$ cat config.mk
export PLATFORM = sky130hd
export DESIGN_NAME = oled_spi_sink_flat
export DESIGN_NICKNAME = d
export VERILOG_FILES = /design/src/rtl/oled_spi_sink_pkg.sv /design/src/rtl/oled_spi_sink_if.sv /design/src/rtl/oled_spi_sink_sync_fifo.sv /design/src/rtl/oled_spi_sink.sv /design/src/flat_wrapper.sv
export SDC_FILE = /design/constraint.sdc
export NUM_CORES = 1
export LEC_CHECK = 0
export BUFFER_PORTS_ARGS = -buffer_cell sky130_fd_sc_hd__buf_2
export CAP_MARGIN = 20
export CORE_ASPECT_RATIO = 0.9
export CORE_UTILIZATION = 40
export DETAILED_ROUTE_END_ITERATION = 12
export PLACE_DENSITY = 0.63
export SETUP_SLACK_MARGIN = 0.1
export SLEW_MARGIN = 15
export SYNTH_ARGS = -nofsm -noshare
export SYNTH_HDL_FRONTEND = slang
export SYNTH_SLANG_ARGS = --single-unit
$ cat constraint.sdc
create_clock -name sysclk -period 3.7 [get_ports sysclk]
set_clock_uncertainty 0.2 [all_clocks]
set_input_delay 0.37 -clock sysclk [delete_from_list [all_inputs] [get_ports sysclk]]
set_output_delay 0.37 -clock sysclk [all_outputs]
set_load 0.01 [all_outputs]
$ cat src/rtl/oled_spi_sink_pkg.sv
// Shared types for the OLED SPI capture block: receive FSM states and FIFO entry layout.
// No logic; constants only.
// Entry layout is {dc, byte[7:0]}.
package oled_spi_sink_pkg;

  typedef enum logic [1:0] {
    ST_OFF   = 2'd0,  // panel logic unpowered or held in reset; sclk ignored
    ST_IDLE  = 2'd1,  // waiting for the first bit of a byte
    ST_SHIFT = 2'd2   // 1..7 bits of the current byte held
  } rx_state_t;

  localparam int DATA_W  = 8;
  localparam int ENTRY_W = DATA_W + 1;

endpackage

$ cat src/rtl/oled_spi_sink_if.sv
// Read-side handshake of the captured-byte FIFO.
// Combinational bundle, no latency.
// Head entry is held while rd_valid && !rd_ready.
interface oled_spi_sink_if;
  import oled_spi_sink_pkg::*;

  logic              rd_valid;
  logic [DATA_W-1:0] rd_data;
  logic              rd_is_data;
  logic              rd_ready;

  modport master (output rd_valid, output rd_data, output rd_is_data, input rd_ready);
  modport slave  (input rd_valid, input rd_data, input rd_is_data, output rd_ready);

endinterface

$ cat src/rtl/oled_spi_sink_sync_fifo.sv
// Synchronous FIFO with registered occupancy count and zeroed head when empty.
// Write lands one clock after push; head visible as soon as count is non-zero.
// Push on full is ignored unless a pop happens in the same cycle; pop on empty is ignored.
module sync_fifo #(
  parameter int WIDTH = 9,
  parameter int DEPTH = 16
) (
  input  logic                     clk,
  input  logic                     rst_n,
  input  logic                     push,
  input  logic [WIDTH-1:0]         push_dat,
  input  logic                     pop,
  output logic [WIDTH-1:0]         head_dat,
  output logic [$clog2(DEPTH):0]   count,
  output logic                     full
);
  localparam int AW = $clog2(DEPTH);
  localparam logic [AW:0] FULL_CNT = (AW+1)'(DEPTH);

  logic [WIDTH-1:0] mem [DEPTH];
  logic [AW-1:0]    wr_ptr;
  logic [AW-1:0]    rd_ptr;
  logic             empty;
  logic             do_push;
  logic             do_pop;

  assign full     = (count == FULL_CNT);
  assign empty    = (count == '0);
  // A pop frees the slot the simultaneous push needs, so full+pop still accepts.
  assign do_push  = push && (!full || pop);
  assign do_pop   = pop && !empty;
  assign head_dat = empty ? '0 : mem[rd_ptr];

  // Storage array; no reset needed since the head is masked while empty.
  always_ff @(posedge clk) begin
    if (do_push) mem[wr_ptr] <= push_dat;
  end

  // Pointers wrap naturally at DEPTH; count tracks occupancy.
  always_ff @(posedge clk or negedge rst_n) begin
    if (!rst_n) begin
      wr_ptr <= '0;
      rd_ptr <= '0;
      count  <= '0;
    end else begin
      if (do_push) wr_ptr <= wr_ptr + 1'b1;
      if (do_pop)  rd_ptr <= rd_ptr + 1'b1;
      case ({do_push, do_pop})
        2'b10:   count <= count + 1'b1;
        2'b01:   count <= count - 1'b1;
        default: count <= count;
      endcase
    end
  end

endmodule

$ cat src/rtl/oled_spi_sink.sv
// Captures SPI bytes (with dc flag) from an OLED driver into a FIFO readable in the sysclk domain.
// Last sclk rising edge at the pin to rd_valid on an empty FIFO: 4 sysclk cycles.
// Bytes arriving on a full FIFO without a same-cycle pop are dropped and flagged in sticky overflow.
module oled_spi_sink
  import oled_spi_sink_pkg::*;
#(
  parameter int FIFO_DEPTH = 16
) (
  input  logic                        sysclk,
  input  logic                        cpu_resetn,
  input  logic                        oled_sclk,
  input  logic                        oled_sdin,
  input  logic                        oled_dc,
  input  logic                        oled_res,
  input  logic                        oled_vdd,
  input  logic                        oled_vbat,
  oled_spi_sink_if.master             rd,
  output logic [$clog2(FIFO_DEPTH):0] fifo_count,
  output logic                        overflow,
  output logic                        panel_on
);
  // sclk: two sync stages plus one history stage for edge detection.
  // sdin/dc: three stages so the sampled bit lines up with the detected edge.
  logic [2:0] sclk_q, sdin_q, dc_q;
  logic [1:0] res_q, vdd_q, vbat_q;

  rx_state_t   state_q, state_d;
  logic [7:0]  sr;
  logic [2:0]  bit_cnt;
  logic        push_vld;
  logic        push_dc;
  logic        sclk_rise;
  logic        enabled;
  logic        shift_en;
  logic        byte_done;
  logic        pop;
  logic        fifo_full;
  logic [ENTRY_W-1:0] head;

  assign sclk_rise = sclk_q[1] & ~sclk_q[2];
  assign enabled   = res_q[1] & ~vdd_q[1];
  assign shift_en  = enabled && (state_q != ST_OFF) && sclk_rise;
  assign byte_done = shift_en && (bit_cnt == 3'd7);
  assign panel_on  = res_q[1] & ~vdd_q[1] & ~vbat_q[1];

  // Bring every OLED pin into the sysclk domain.
  always_ff @(posedge sysclk or negedge cpu_resetn) begin
    if (!cpu_resetn) begin
      sclk_q <= '0;
      sdin_q <= '0;
      dc_q   <= '0;
      res_q  <= '0;
      vdd_q  <= '0;
      vbat_q <= '0;
    end else begin
      sclk_q <= {sclk_q[1:0], oled_sclk};
      sdin_q <= {sdin_q[1:0], oled_sdin};
      dc_q   <= {dc_q[1:0], oled_dc};
      res_q  <= {res_q[0], oled_res};
      vdd_q  <= {vdd_q[0], oled_vdd};
      vbat_q <= {vbat_q[0], oled_vbat};
    end
  end

  // Receive FSM state register.
  always_ff @(posedge sysclk or negedge cpu_resetn) begin
    if (!cpu_resetn) state_q <= ST_OFF;
    else             state_q <= state_d;
  end

  // Receive FSM next state; losing power or entering display reset wins over everything.
  always_comb begin
    state_d = state_q;
    case (state_q)
      ST_OFF:   if (enabled)   state_d = ST_IDLE;
      ST_IDLE:  if (shift_en)  state_d = ST_SHIFT;
      ST_SHIFT: if (byte_done) state_d = ST_IDLE;
      default:                 state_d = ST_OFF;
    endcase
    if (!enabled) state_d = ST_OFF;
  end

  // Shift register and bit counter; the completed byte stays in sr for the push cycle,
  // which is safe because the next sclk edge is at least four sysclk cycles away.
  always_ff @(posedge sysclk or negedge cpu_resetn) begin
    if (!cpu_resetn) begin
      sr       <= '0;
      bit_cnt  <= '0;
      push_vld <= 1'b0;
      push_dc  <= 1'b0;
    end else begin
      push_vld <= byte_done;
      if (byte_done) push_dc <= dc_q[2];
      if (!enabled || state_q == ST_OFF) begin
        sr      <= '0;
        bit_cnt <= '0;
      end else if (shift_en) begin
        sr      <= {sr[6:0], sdin_q[2]};
        bit_cnt <= bit_cnt + 3'd1;
      end
    end
  end

  // Sticky drop flag: a push that the FIFO could not take.
  always_ff @(posedge sysclk or negedge cpu_resetn) begin
    if (!cpu_resetn)                           overflow <= 1'b0;
    else if (push_vld && fifo_full && !pop)    overflow <= 1'b1;
  end

  assign pop           = rd.rd_valid && rd.rd_ready;
  assign rd.rd_valid   = (fifo_count != '0);
  assign rd.rd_data    = head[DATA_W-1:0];
  assign rd.rd_is_data = head[DATA_W];

  sync_fifo #(
    .WIDTH (ENTRY_W),
    .DEPTH (FIFO_DEPTH)
  ) u_fifo (
    .clk      (sysclk),
    .rst_n    (cpu_resetn),
    .push     (push_vld),
    .push_dat ({push_dc, sr}),
    .pop      (pop),
    .head_dat (head),
    .count    (fifo_count),
    .full     (fifo_full)
  );

endmodule

$ cat src/flat_wrapper.sv
// flat-port wrapper written by rule: the top's interface ports become plain ports
module oled_spi_sink_flat import oled_spi_sink_pkg::*;
#(
  parameter int FIFO_DEPTH = 16
)
  (sysclk, cpu_resetn, oled_sclk, oled_sdin, oled_dc, oled_res, oled_vdd, oled_vbat, fifo_count, overflow, panel_on, rd_rd_valid, rd_rd_data, rd_rd_is_data, rd_rd_ready);
  oled_spi_sink_if rd_i ();
  input  logic sysclk;
  input  logic cpu_resetn;
  input  logic oled_sclk;
  input  logic oled_sdin;
  input  logic oled_dc;
  input  logic oled_res;
  input  logic oled_vdd;
  input  logic oled_vbat;
  output logic [$clog2(FIFO_DEPTH):0] fifo_count;
  output logic overflow;
  output logic panel_on;
  output wire logic [$bits(rd_i.rd_valid)-1:0] rd_rd_valid;
  output wire logic [$bits(rd_i.rd_data)-1:0] rd_rd_data;
  output wire logic [$bits(rd_i.rd_is_data)-1:0] rd_rd_is_data;
  input wire logic [$bits(rd_i.rd_ready)-1:0] rd_rd_ready;
  assign rd_rd_valid = rd_i.rd_valid;
  assign rd_rd_data = rd_i.rd_data;
  assign rd_rd_is_data = rd_i.rd_is_data;
  assign rd_i.rd_ready = rd_rd_ready;
  oled_spi_sink #(.FIFO_DEPTH(FIFO_DEPTH)) u_core (.sysclk(sysclk), .cpu_resetn(cpu_resetn), .oled_sclk(oled_sclk), .oled_sdin(oled_sdin), .oled_dc(oled_dc), .oled_res(oled_res), .oled_vdd(oled_vdd), .oled_vbat(oled_vbat), .rd(rd_i), .fifo_count(fifo_count), .overflow(overflow), .panel_on(panel_on));
endmodule
# ---- Word-level counts from Yosys, hierarchy flattened
# Memories as Yosys holds them, arrays and structs flattened.
# Cells that the tools add are included.
dict set report totals {
  reg_bits 44
  memories 1
  word_cells 68
  ram_bits 144
}
dict set report op_classes {
  n_mux 12
  n_eq_ne 8
  reduce_logical 21
  bitwise_logic 6
  n_addsub 5
}
# memory words word_bits read_ports rd_clocked_by_memory_dff wr line
set memory_table {}
lappend memory_table {u_core.u_fifo.mem 16 9 1 0 1 oled_spi_sink_sync_fifo.sv:20} ;# logic [WIDTH-1:0] mem [DEPTH];
# op count
set ops {}
lappend ops {{two-way mux 8 bit} 2}
lappend ops {{case mux 5 bit (2 select lines)} 1}
lappend ops {{two-way mux 9 bit} 1}
lappend ops {{adder 4 x 1 -> 4 bit, second input constant} 2}
lappend ops {{logical AND 1 bit} 8}
lappend ops {{two-way mux 2 bit} 3}
lappend ops {{two-way mux 3 bit} 2}
lappend ops {{inequality test 3 bit, second input constant} 2}
lappend ops {{case mux 2 bit (3 select lines)} 1}
lappend ops {{nonzero test 2 bit} 3}
lappend ops {{adder 5 x 1 -> 5 bit, second input constant} 1}
lappend ops {{== test 5 bit, second input constant} 1}
lappend ops {{zero test 5 bit} 1}
lappend ops {{nonzero test 5 bit} 1}
lappend ops {{subtractor 5 x 1 -> 5 bit, second input constant} 1}
lappend ops {{== test 2 x 1 -> 1 bit, second input constant} 2}
lappend ops {{== test 2 bit, second input constant} 2}
lappend ops {{zero test 1 bit} 4}
lappend ops {{adder 3 x 1 -> 3 bit, second input constant} 1}
lappend ops {{bitwise AND 1 bit} 3}
lappend ops {{== test 3 bit, second input constant} 1}
lappend ops {{inverter 1 bit} 3}
lappend ops {{zero test 2 bit} 1}
lappend ops {{logical OR 1 bit} 2}
lappend ops {{other kinds (2)} 3}

# ---- Longest topological paths before layout
# Gate-level depths: netlist (run 1).
dict set report logic_depth {
  ltp_word 8
  depth_mapped 13
  depth_no_buf 11
}

# ---- Hierarchy
# Synthesis (run 1) repeated with hierarchy kept, for this count alone.
dict set report unflattened {
  cells_unflattened 387
  area_unflattened_um2 7443.4
}
# mod cells_per_inst instances area_per_inst_um2 seq_area_each_um2
set modules_own_cells {}
lappend modules_own_cells {sync_fifo 322 1 6377.4 4649.5}
lappend modules_own_cells {oled_spi_sink 65 1 1066.0 775.7}

# ---- Least setup slack after synthesis (run 1)
# Ideal clock, no wire load.
dict set report synth_timing {
  path_kind {register to register}
  start {register u_core.u_fifo.count[1]}
  end {register u_core.u_fifo.count[4]}
  setup_slack_ns 0.549
  path_stages_with_launch 13
  synth_period_minus_slack_ns 3.151
  t_arrival_ns 2.865
  required_time_ns 3.414
  setup_ns 0.086
  path_buffers 2
  cell_sequence {dfrtp_1 buf_6 or4_4 o21a_4 clkinv_4 ha_1 clkbuf_1 xor2_1 ha_1 nor2b_1 o21ai_0 a221o_1 nor3_1}
}
dict set report synth_between {
  elab_chain_len 6
  word_cells_on_any_way 15
}
# item line
set synth_rtl {}
lappend synth_rtl {{start: declaration} oled_spi_sink_sync_fifo.sv:14} ;# output logic [$clog2(DEPTH):0] count,
lappend synth_rtl {{start signal: assignment} oled_spi_sink_sync_fifo.sv:49} ;# 2'b10: count <= count + 1'b1;
lappend synth_rtl {{start signal: assignment} oled_spi_sink_sync_fifo.sv:50} ;# 2'b01: count <= count - 1'b1;
lappend synth_rtl {{start signal: assignment} oled_spi_sink_sync_fifo.sv:51} ;# default: count <= count;
lappend synth_rtl {{== test 5 bit or nonzero test 5 bit (tied branches)} {oled_spi_sink_sync_fifo.sv:27, oled_spi_sink.sv:111}}
lappend synth_rtl {{zero test 1 bit or logical AND 1 bit (tied branches)} {oled_spi_sink_sync_fifo.sv:30, oled_spi_sink.sv:110}}
lappend synth_rtl {{logical OR 1 bit} oled_spi_sink_sync_fifo.sv:30} ;# assign do_push = push && (!full || pop);
lappend synth_rtl {{logical AND 1 bit} oled_spi_sink_sync_fifo.sv:30}
lappend synth_rtl {{== test 2 x 1 -> 1 bit or == test 2 bit (tied branches)} oled_spi_sink_sync_fifo.sv:48} ;# case ({do_push, do_pop})
lappend synth_rtl {{case mux 5 bit (2 select lines) or nonzero test 2 bit (tied branches)} --}
# Parallel ways exist; a longest one is shown, timed or not.
# A chain may end at the register's enable or synchronous reset.

# ---- Worst setup path after layout (run 1)
# Same ends and word-level chain as after synthesis.

==> results.txt, run 1 <==
status = complete, no violations
syn nets = 436
Max stage delay on crit path = 0.57 ns
Synth Area in XOR/XNOR = 1.285%
max-cap viol count = 0
CTS H-tree depth = 4
Final Hold Fails = 0
Async SR Flop Fraction = 23.40%
mux cell area share after synthesis = 13.82%
Worst EP arrival = 3.41 ns
Synth cell types = 46
Hold WC Path Type = input pin to flop
most numerous cell in the Yosys netlist = edfxtp_1
WL final = 14460 um
Post-synth top flop = edfxtp_1
synth cell count leaders = edfxtp_1, dfrtp_1, mux4_2
Synth area leader = edfxtp_1
fmax = 0.3059 GHz
switch share = 22.32%
initial core utilization = 40.85%
CP max FO = 11
Synth area leaders = edfxtp_1, dfrtp_1, mux4_2
crit-path cells = or4_4 > o21a_4 > clkinv_4 > ha_1 > xor2_1 > ha_1 > o211ai_1 > nand2b_1 > a221o_1 > nor3_1
maximum vdd ir drop = 336.0 uV
Initial DRT Pass Iterations = 5
Clock Power Share = 41.1%
Final setup viols = 0
Layout Nets = 480
Longest Clk Path Bufs = 2
combinational share of power = 5.3%
CTS tree = built
row cnt = 47
clock-pin slew on the worst setup and hold paths = 0.06 ns
most frequent cell on the critical path = ha_1
antenna cells = 0
RSZ-0062 raised after global routing = false
die area = 19290 sq um
number of synthesized flops with an enable pin = 144
yosys warns = 0
total CTS buffers = 17
Die Ht = 131.9 um
DIE WIDTH = 146.3 um
number of gates resized after CTS = 0
CP required = 3.84 ns
Mapped Cells = 416
DRT antenna net count = 0
total number of vias = 3764
Post-Syn Area = 7495 sq um
worst skew pair latency = 0.42 ns
IO Pins = 26
Overall Power = 4.241 mW
gr ovfl total = 0
Setup Buffers After CTS = 0
#FFs+latches synth = 188
Worst setup SP type = flop
Avg WL per Cell = 20.14 um
critical path's slowest cell = or4_4
core area = 18350 sq um
DP HPWL = 8912 um
Int Pwr = 3.294 mW
Hold Buf Count CTS = 7
Flop pwr share = 53.6%
Clk Tree Root Cell = clkbuf_16
Yosys top cell area share = 57.70%
PD cells = 492.7 nW/um^2
Area growth syn-to-layout = 14.84%
post-synthesis area per instance = 18.02 sq um
vias in the first global route = 3852
largest family of logic cells by synthesized area = multiplexers
post-synthesis compound-gate area fraction = 3.506%
Pins Over Slew Limit = 0
Seq/Total Area, Yosys = 72.39%
post-synthesis simple-gate area fraction = 5.209%
Adder-Cell Fraction of Synth Area = 1.836%
Final TNS setup = 0 ns
Worst-Margin Slew = 0.9493 ns
Final min period = 3.269 ns
port buffer count = 25
GRT Overall Usage = 15.94%
Switch Pwr = 946.6 uW
CP Class = flop to flop
fraction of layout cells with a size suffix above 1 = 26.64%
worst rel slew slack = 36.71%
Tcrit/Tclk final = 88.36%
drt via density = 5.242
Critical Path Sink Type = flop
detailed-route DRC error count = 0
DRT iter0 DRCs = 287
initial antenna violation count = 0
clock sink total = 188
routability congestion estimate = 0.7643
flop2flop setup slack = 0.43 ns
leak pwr = 3.012 nW
first-pass GRT wire length = 22370 um
largest net degree at the start of global routing = 45
cell type report:
type,instances,area [sq um]
Timing Repair Buffer,46,312.8
Multi-Input combinational cell,197,1948
Tap cell,245,306.5
Clock inverter,15,145.1
Inverter,10,42.54
Sequential cell,188,5426
Clock buffer,17,425.4
Fill cell,1563,9741
through the flow:
| stage | area [sq um] | util [%] | setup WS, ns | cells | hold WS (ns) |
|---|---|---|---|---|---|
| 2_1_floorplan | 7495 | - | 0.5486 | 416 | -0.1256 |
| 3_3_place_gp | 7966 | 43.42 | 0.5635 | 679 | 0.1341 |
| 3_5_place_dp | 7966 | 43.42 | 0.4355 | 679 | 0.1387 |
| 4_1_cts | 8607 | 46.91 | 0.4268 | 718 | 0.05475 |
| 5_1_grt | 8607 | 46.91 | 0.2350 | 718 | 0.06746 |
| 6_report | 8607 | 46.91 | 0.4307 | 718 | 0.06717 |
metal layers:
metal  up-vias  GRT usage, %  routed length [um]
met5         -             0                   0
met4         0         4.977                 120
met3        10         3.599                 736
met2        95         25.13                7057
met1      1947         22.13                6546
li1       1712             -                   -
cells by family (layout without fill, tap and decap cells):
family / after synthesis / in the layout
xor gates and xnor gates: 11 / 11
and+or+nand+nor: 74 / 74
muxes: 57 / 57
adders and majority gates: 11 / 11
DFF: 188 / 188
buffers and inverters: 31 / 88
AOI/OAI and AO/OA: 44 / 44
registers in the layout, summed over array words and instances (netlist names), 3 cells and up:
| register | flops |
|---|---|
| u_core.bit_cnt | 3 |
| u_core.sr | 8 |
| u_core.u_fifo.count | 5 |
| u_core.u_fifo.mem | 144 |
| u_core.dc_q | 3 |
| u_core.u_fifo.rd_ptr | 4 |
| u_core.sdin_q | 3 |
| u_core.sclk_q | 3 |
| u_core.u_fifo.wr_ptr | 4 |
cell usage in the layout, fill, tap and decap left out, drive strengths merged, types with 9 or more instances in the layout:
master / n
edfxtp: 144
dfrtp: 44
buf: 39
mux4: 36
nand2: 28
a21oi: 21
clkbuf: 17
mux2: 12
inv: 12
o21ai: 12
ha: 11
xnor2: 10
mux2i: 9
nor2: 9
path summary, 6_finish.rpt:
check,start,end,depth (start not counted)
max in group asynchronous,cpu_resetn,u_core.u_fifo.rd_ptr[1],2
min in group asynchronous,cpu_resetn,u_core.sdin_q[0],2
min,rd_rd_ready,u_core.u_fifo.rd_ptr[3],3
max,u_core.u_fifo.count[1],u_core.u_fifo.count[4],10
max reg2reg,u_core.u_fifo.count[1],u_core.u_fifo.count[4],10
min reg2reg,u_core.sdin_q[1],u_core.sdin_q[2],0
critical path, delay by kind of cell, from the launching register on:
kind                       cells  cell delay (ns)
and+or+nand+nor                3             0.83
xor gates and xnor gates       1             0.13
buffers and inverters          1             0.10
DFF                            1             0.48
AOI/OAI and AO/OA              3             0.81
adders and majority gates      2             0.64
power groups by stage:
stage,clock (mW),sequential (mW),combinational (mW)
4_1_cts,1.77,2.27,0.229
3_3_place_gp,0,2.32,0.218
5_1_grt,1.86,2.27,0.250
6_report,1.74,2.27,0.225
3_5_place_dp,0,2.32,0.223
2_1_floorplan,0,2.32,0.144
Note: power is estimated with default switching activity, not from simulation.
==> inputs of run 2 (changes only) <==
CORE_UTILIZATION = 24   (was 40)
PLACE_DENSITY = 0.46   (was 0.63)
==> results.txt, run 2 (synthesis gave the netlist of run 1 again) <==
CP Class = flop to flop
leak pwr = 3.040 nW
Clk Tree Root Cell = clkbuf_16
worst rel slew slack = 37.63%
Initial DRT Pass Iterations = 4
DRT iter0 DRCs = 208
Hold WC Path Type = input pin to flop
DP HPWL = 9616 um
Worst setup SP type = flop
fraction of layout cells with a size suffix above 1 = 26.11%
Fin Hold WS = 0.06372 ns
R2R depth = 10
Avg WL per Cell = 17.52 um
die area = 31940 sq um
most frequent cell on the critical path = ha_1
Worst-Margin Slew = 0.9337 ns
worst skew pair latency = 0.43 ns
Final min period = 3.351 ns
CTS H-tree depth = 4
total CTS buffers = 17
commonest non-fill, non-tap cell in the layout = edfxtp_1
Biggest register = u_core.u_fifo.mem
drt via density = 4.264
initial antenna violation count = 1
detailed-route DRC error count = 0
status = complete, no violations
max reg flops = 144
CP required = 3.85 ns
Die Ht = 169.6 um
Longest Clk Path Bufs = 2
Worst EP arrival = 3.50 ns
gr ovfl total = 0
final instance area = 8856 sq um
Placed Instance Area = 8174 sq um
GRT Overall Usage = 10.34%
vias in the first global route = 4037
WL final = 15410 um
CTS tree = built
total number of vias = 3752
Final Hold Fails = 0
core area = 30830 sq um
clock sink total = 188
IO Pins = 26
Pins Over Slew Limit = 0
worst hold path stage count = 3
critical path's slowest cell = or4_4
DIE WIDTH = 188.3 um
clock-pin slew on the worst setup and hold paths = 0.06 ns
routability congestion estimate = 0.7390
row cnt = 61
max-cap viol count = 0
CP max FO = 11
largest net degree at the start of global routing = 45
Max stage delay on crit path = 0.58 ns
most frequent cells in the layout = edfxtp_1, dfrtp_1, mux4_2
Critical Path Sink Type = flop
first-pass GRT wire length = 24070 um
RSZ-0062 raised after global routing = false
Overall Power = 4.370 mW
Final setup viols = 0
port buffer count = 25
antenna cells = 0
Area growth syn-to-layout = 18.16%
DRT antenna net count = 0
Final TNS setup = 0 ns
Layout Nets = 479
Tcrit/Tclk final = 90.58%
PD cells = 493.4 nW/um^2
initial core utilization = 24.31%
maximum vdd ir drop = 322.8 uV
crit-path cells = or4_4 > o21a_4 > clkinv_4 > ha_1 > xor2_1 > ha_1 > o211ai_1 > nand2b_1 > a221o_1 > nor3_1
fmax = 0.2984 GHz
fillcell total = 3100
Top Registers = u_core.u_fifo.mem: 144 flops, u_core.sr: 8 flops, u_core.u_fifo.count: 5 flops
[run 2: critical path, delay by kind of cell, from the launching register on]
family | cells | cell delay (ns)
and+or+nand+nor | 3 | 0.86
AOI/OAI and AO/OA | 3 | 0.81
adders and majority gates | 2 | 0.66
DFF | 1 | 0.48
xor gates and xnor gates | 1 | 0.14
buffers and inverters | 1 | 0.11
[run 2: per-stage QoR]
| step | utilization, % | std cells | setup WS [ns] |
|---|---|---|---|
| floorplan | - | 416 | 0.5486 |
| global placement | 26.51 | 841 | 0.4922 |
| detailed placement | 26.51 | 841 | 0.4136 |
| CTS | 28.66 | 879 | 0.3849 |
| global route | 28.72 | 880 | 0.1732 |
| finish | 28.72 | 880 | 0.3487 |
[run 2: report_power, final]
part / internal, mW / switching (mW)
combinational: 0.0975 / 0.141
clock: 1.07 / 0.788
sequential: 2.26 / 0.0157
total: 3.42 / 0.945
[run 2: path summary, 6_finish.rpt]
| kind | slack (ns) | start | to |
|---|---|---|---|
| min in group asynchronous | 0.19 | cpu_resetn | u_core.sclk_q[2] |
| max reg2reg | 0.35 | u_core.u_fifo.count[1] | u_core.u_fifo.count[4] |
| min reg2reg | 0.15 | u_core.vdd_q[0] | u_core.vdd_q[1] |
| max | 0.35 | u_core.u_fifo.count[1] | u_core.u_fifo.count[4] |
| min | 0.06 | rd_rd_ready | u_core.u_fifo.rd_ptr[3] |
| max in group asynchronous | 2.61 | cpu_resetn | u_core.u_fifo.rd_ptr[1] |
[run 2: cell type report]
| class | count | area [sq um] | share of cell area [%] |
|---|---|---|---|
| Sequential cell | 188 | 5426 | 61.27 |
| Multi-Input combinational cell | 197 | 1966 | 22.20 |
| Tap cell | 409 | 511.7 | 5.778 |
| Clock buffer | 18 | 429.2 | 4.846 |
| Timing Repair Buffer | 45 | 317.8 | 3.589 |
| Clock inverter | 13 | 162.7 | 1.837 |
| Inverter | 10 | 42.54 | 0.4804 |
[run 2: layer usage]
layer / wire [um] / part of all wire [%] / GRT usage, %
met5: 0 / 0 / 0
met4: 199 / 1.3 / 3.499
met3: 549 / 3.6 / 2.626
met2: 7132 / 46 / 16.08
met1: 7532 / 49 / 14.00
[run 2: timing repair]
action | CTS | global route
hold endpoints to repair | 50 | 0
buffers inserted | 0 | 0
hold buffers | 7 | 0
gates resized for setup | 0 | 0
==> inputs of run 3 (changes only) <==
BUFFER_PORTS_ARGS = -buffer_cell sky130_fd_sc_hd__clkbuf_2   (was -buffer_cell sky130_fd_sc_hd__buf_2)
MAX_ROUTING_LAYER = met4   (was not set)
PLACE_DENSITY = not set   (was 0.46)
PLACE_DENSITY_LB_ADDON = 0.12   (was not set)
==> results.txt, run 3 (synthesis gave the netlist of run 1 again) <==
Worst-Margin Slew = 0.9991 ns
clock-pin slew on the worst setup and hold paths = 0.07 ns
met2 Use GR = 17.34%
core area = 30830 sq um
fmax = 0.3030 GHz
fraction of layout cells with a size suffix above 1 = 26.01%
routability congestion estimate = 0.7483
vias in the first global route = 3989
Clk Tree Root Cell = clkbuf_16
first-pass GRT wire length = 25300 um
Biggest register = u_core.u_fifo.mem
Hold WC Path Type = input pin to flop
Final Hold Fails = 0
worst hold path stage count = 3
largest net degree at the start of global routing = 45
Final min period = 3.300 ns
hold_sp = rd_rd_ready
clock sink total = 188
PD cells = 491.0 nW/um^2
Fin Hold WS = 0.07852 ns
die area = 31940 sq um
RSZ-0062 raised after global routing = false
Max stage delay on crit path = 0.57 ns
DRT iter0 DRCs = 212
R2R Path Start = u_core.u_fifo.count[1]
drt via density = 4.260
R2R depth = 10
port buffer count = 25
Top Registers = u_core.u_fifo.mem: 144 flops, u_core.sr: 8 flops, u_core.u_fifo.count: 5 flops
crit-path cells = or4_4 > o21a_4 > clkinv_4 > ha_1 > xor2_1 > ha_1 > o211ai_1 > nor4b_1 > a221o_1 > nor3_1
total CTS buffers = 17
CP required = 3.85 ns
most frequent cell on the critical path = ha_1
fillcell total = 3101
WL final = 16530 um
Pins Over Slew Limit = 0
CTS tree = built
Critical Path Sink Type = flop
Initial DRT Pass Iterations = 4
Hold Path Sink = u_core.u_fifo.rd_ptr[3]
initial antenna violation count = 0
antenna cells = 0
worst rel slew slack = 33.25%
Area growth syn-to-layout = 17.80%
worst reg2reg endpoint = u_core.u_fifo.count[4]
detailed-route DRC error count = 0
Final setup viols = 0
Overall Power = 4.335 mW
Worst setup SP type = flop
CP Class = flop to flop
critical path's slowest cell = or4_4
Avg WL per Cell = 18.83 um
DP HPWL = 10330 um
GRT Overall Usage = 11.53%
max reg flops = 144
most frequent cells in the layout = edfxtp_1, dfrtp_1, mux4_2
DIE WIDTH = 188.3 um
IO Pins = 26
PnR worst setup slack = 0.3999 ns
maximum vdd ir drop = 320.4 uV
gr ovfl total = 0
total number of vias = 3740
Die Ht = 169.6 um
Placement Setup Slack = 0.4463 ns
Tcrit/Tclk final = 89.19%
DRT antenna net count = 0
Worst EP arrival = 3.45 ns
Most Crowded Layer GR = met2
status = complete, no violations
CP max FO = 11
Layout Nets = 477
worst skew pair latency = 0.43 ns
row cnt = 61
Final TNS setup = 0 ns
commonest non-fill, non-tap cell in the layout = edfxtp_1
Placed Instances = 840
Longest Clk Path Bufs = 2
initial core utilization = 24.31%
non-filler cells, final = 878
leak pwr = 2.986 nW
max-cap viol count = 0
M1 GR Usage = 15.38%
GR Util met3 = 2.543%
CTS H-tree depth = 4
flop2flop setup slack = 0.40 ns
-- run 3: cell types whose count changed in the layout (fill, tap and decap cells not counted), sizes merged --
cell / before / now
clkinv: 7 / 4
buf: 38 / 11
clkinvlp: 0 / 3
bufinv: 3 / 2
clkbuf: 18 / 44
-- run 3: repair_timing --
action	in CTS	in global routing
buffers inserted	0	0
hold endpoints to repair	50	0
gates resized for setup	0	1
hold buffers	7	0
endpoints found under the setup margin	0	1
-- run 3: per-stage QoR --
stage,area (sq um),utilization (%)
2_1_floorplan,7495,-
3_3_place_gp,8185,26.55
3_5_place_dp,8185,26.55
4_1_cts,8826,28.62
5_1_grt,8828,28.63
6_report,8828,28.63
-- run 3: worst max-delay path by stage --
stage                     cells past startpoint                    start  slack, ns                endpoint
after global routing                         10   u_core.u_fifo.count[1]       0.18  u_core.u_fifo.count[4]
after CTS                                     5  u_core.u_fifo.rd_ptr[1]       0.19           rd_rd_data[0]
after detailed placement                     10   u_core.u_fifo.count[1]       0.45  u_core.u_fifo.count[4]
final                                        10   u_core.u_fifo.count[1]       0.40  u_core.u_fifo.count[4]
after floorplan                              12   u_core.u_fifo.count[1]       0.55  u_core.u_fifo.count[4]
after global placement                       10   u_core.u_fifo.count[1]       0.49  u_core.u_fifo.count[4]
-- run 3: worst max-delay path: cells and delay by family, from the launching register on --
kind	cells	cell delay [ns]
and+or+nand+nor	3	0.91
AOI/OAI and AO/OA	3	0.66
adders and majority gates	2	0.64
DFF	1	0.48
xor gates and xnor gates	1	0.20
buffers and inverters	1	0.12
-- run 3: area by class of cell --
type,count,area (sq um),area share [%]
inverters,10,42.54,0.4819
flip-flops and latches,188,5430,61.51
well taps,409,511.7,5.796
clock buffers,19,432.9,4.904
multi-input cells,197,1983,22.46
clock inverters,12,137.6,1.559
repair buffers,43,290.3,3.288
-- run 3: metal layers --
layer | share of wire [%] | wire length [um]
met1 | 47 | 7849
met2 | 47 | 7694
met3 | 4.6 | 762
met4 | 1.3 | 223
met5 | 0 | 0
-- run 3: where the power goes --
group / total (mW) / internal (mW) / switching (mW) / leakage, nW
combinational: 0.232 / 0.0981 / 0.133 / 0.783
clock: 1.82 / 1.00 / 0.818 / 0.270
sequential: 2.28 / 2.26 / 0.0226 / 1.93
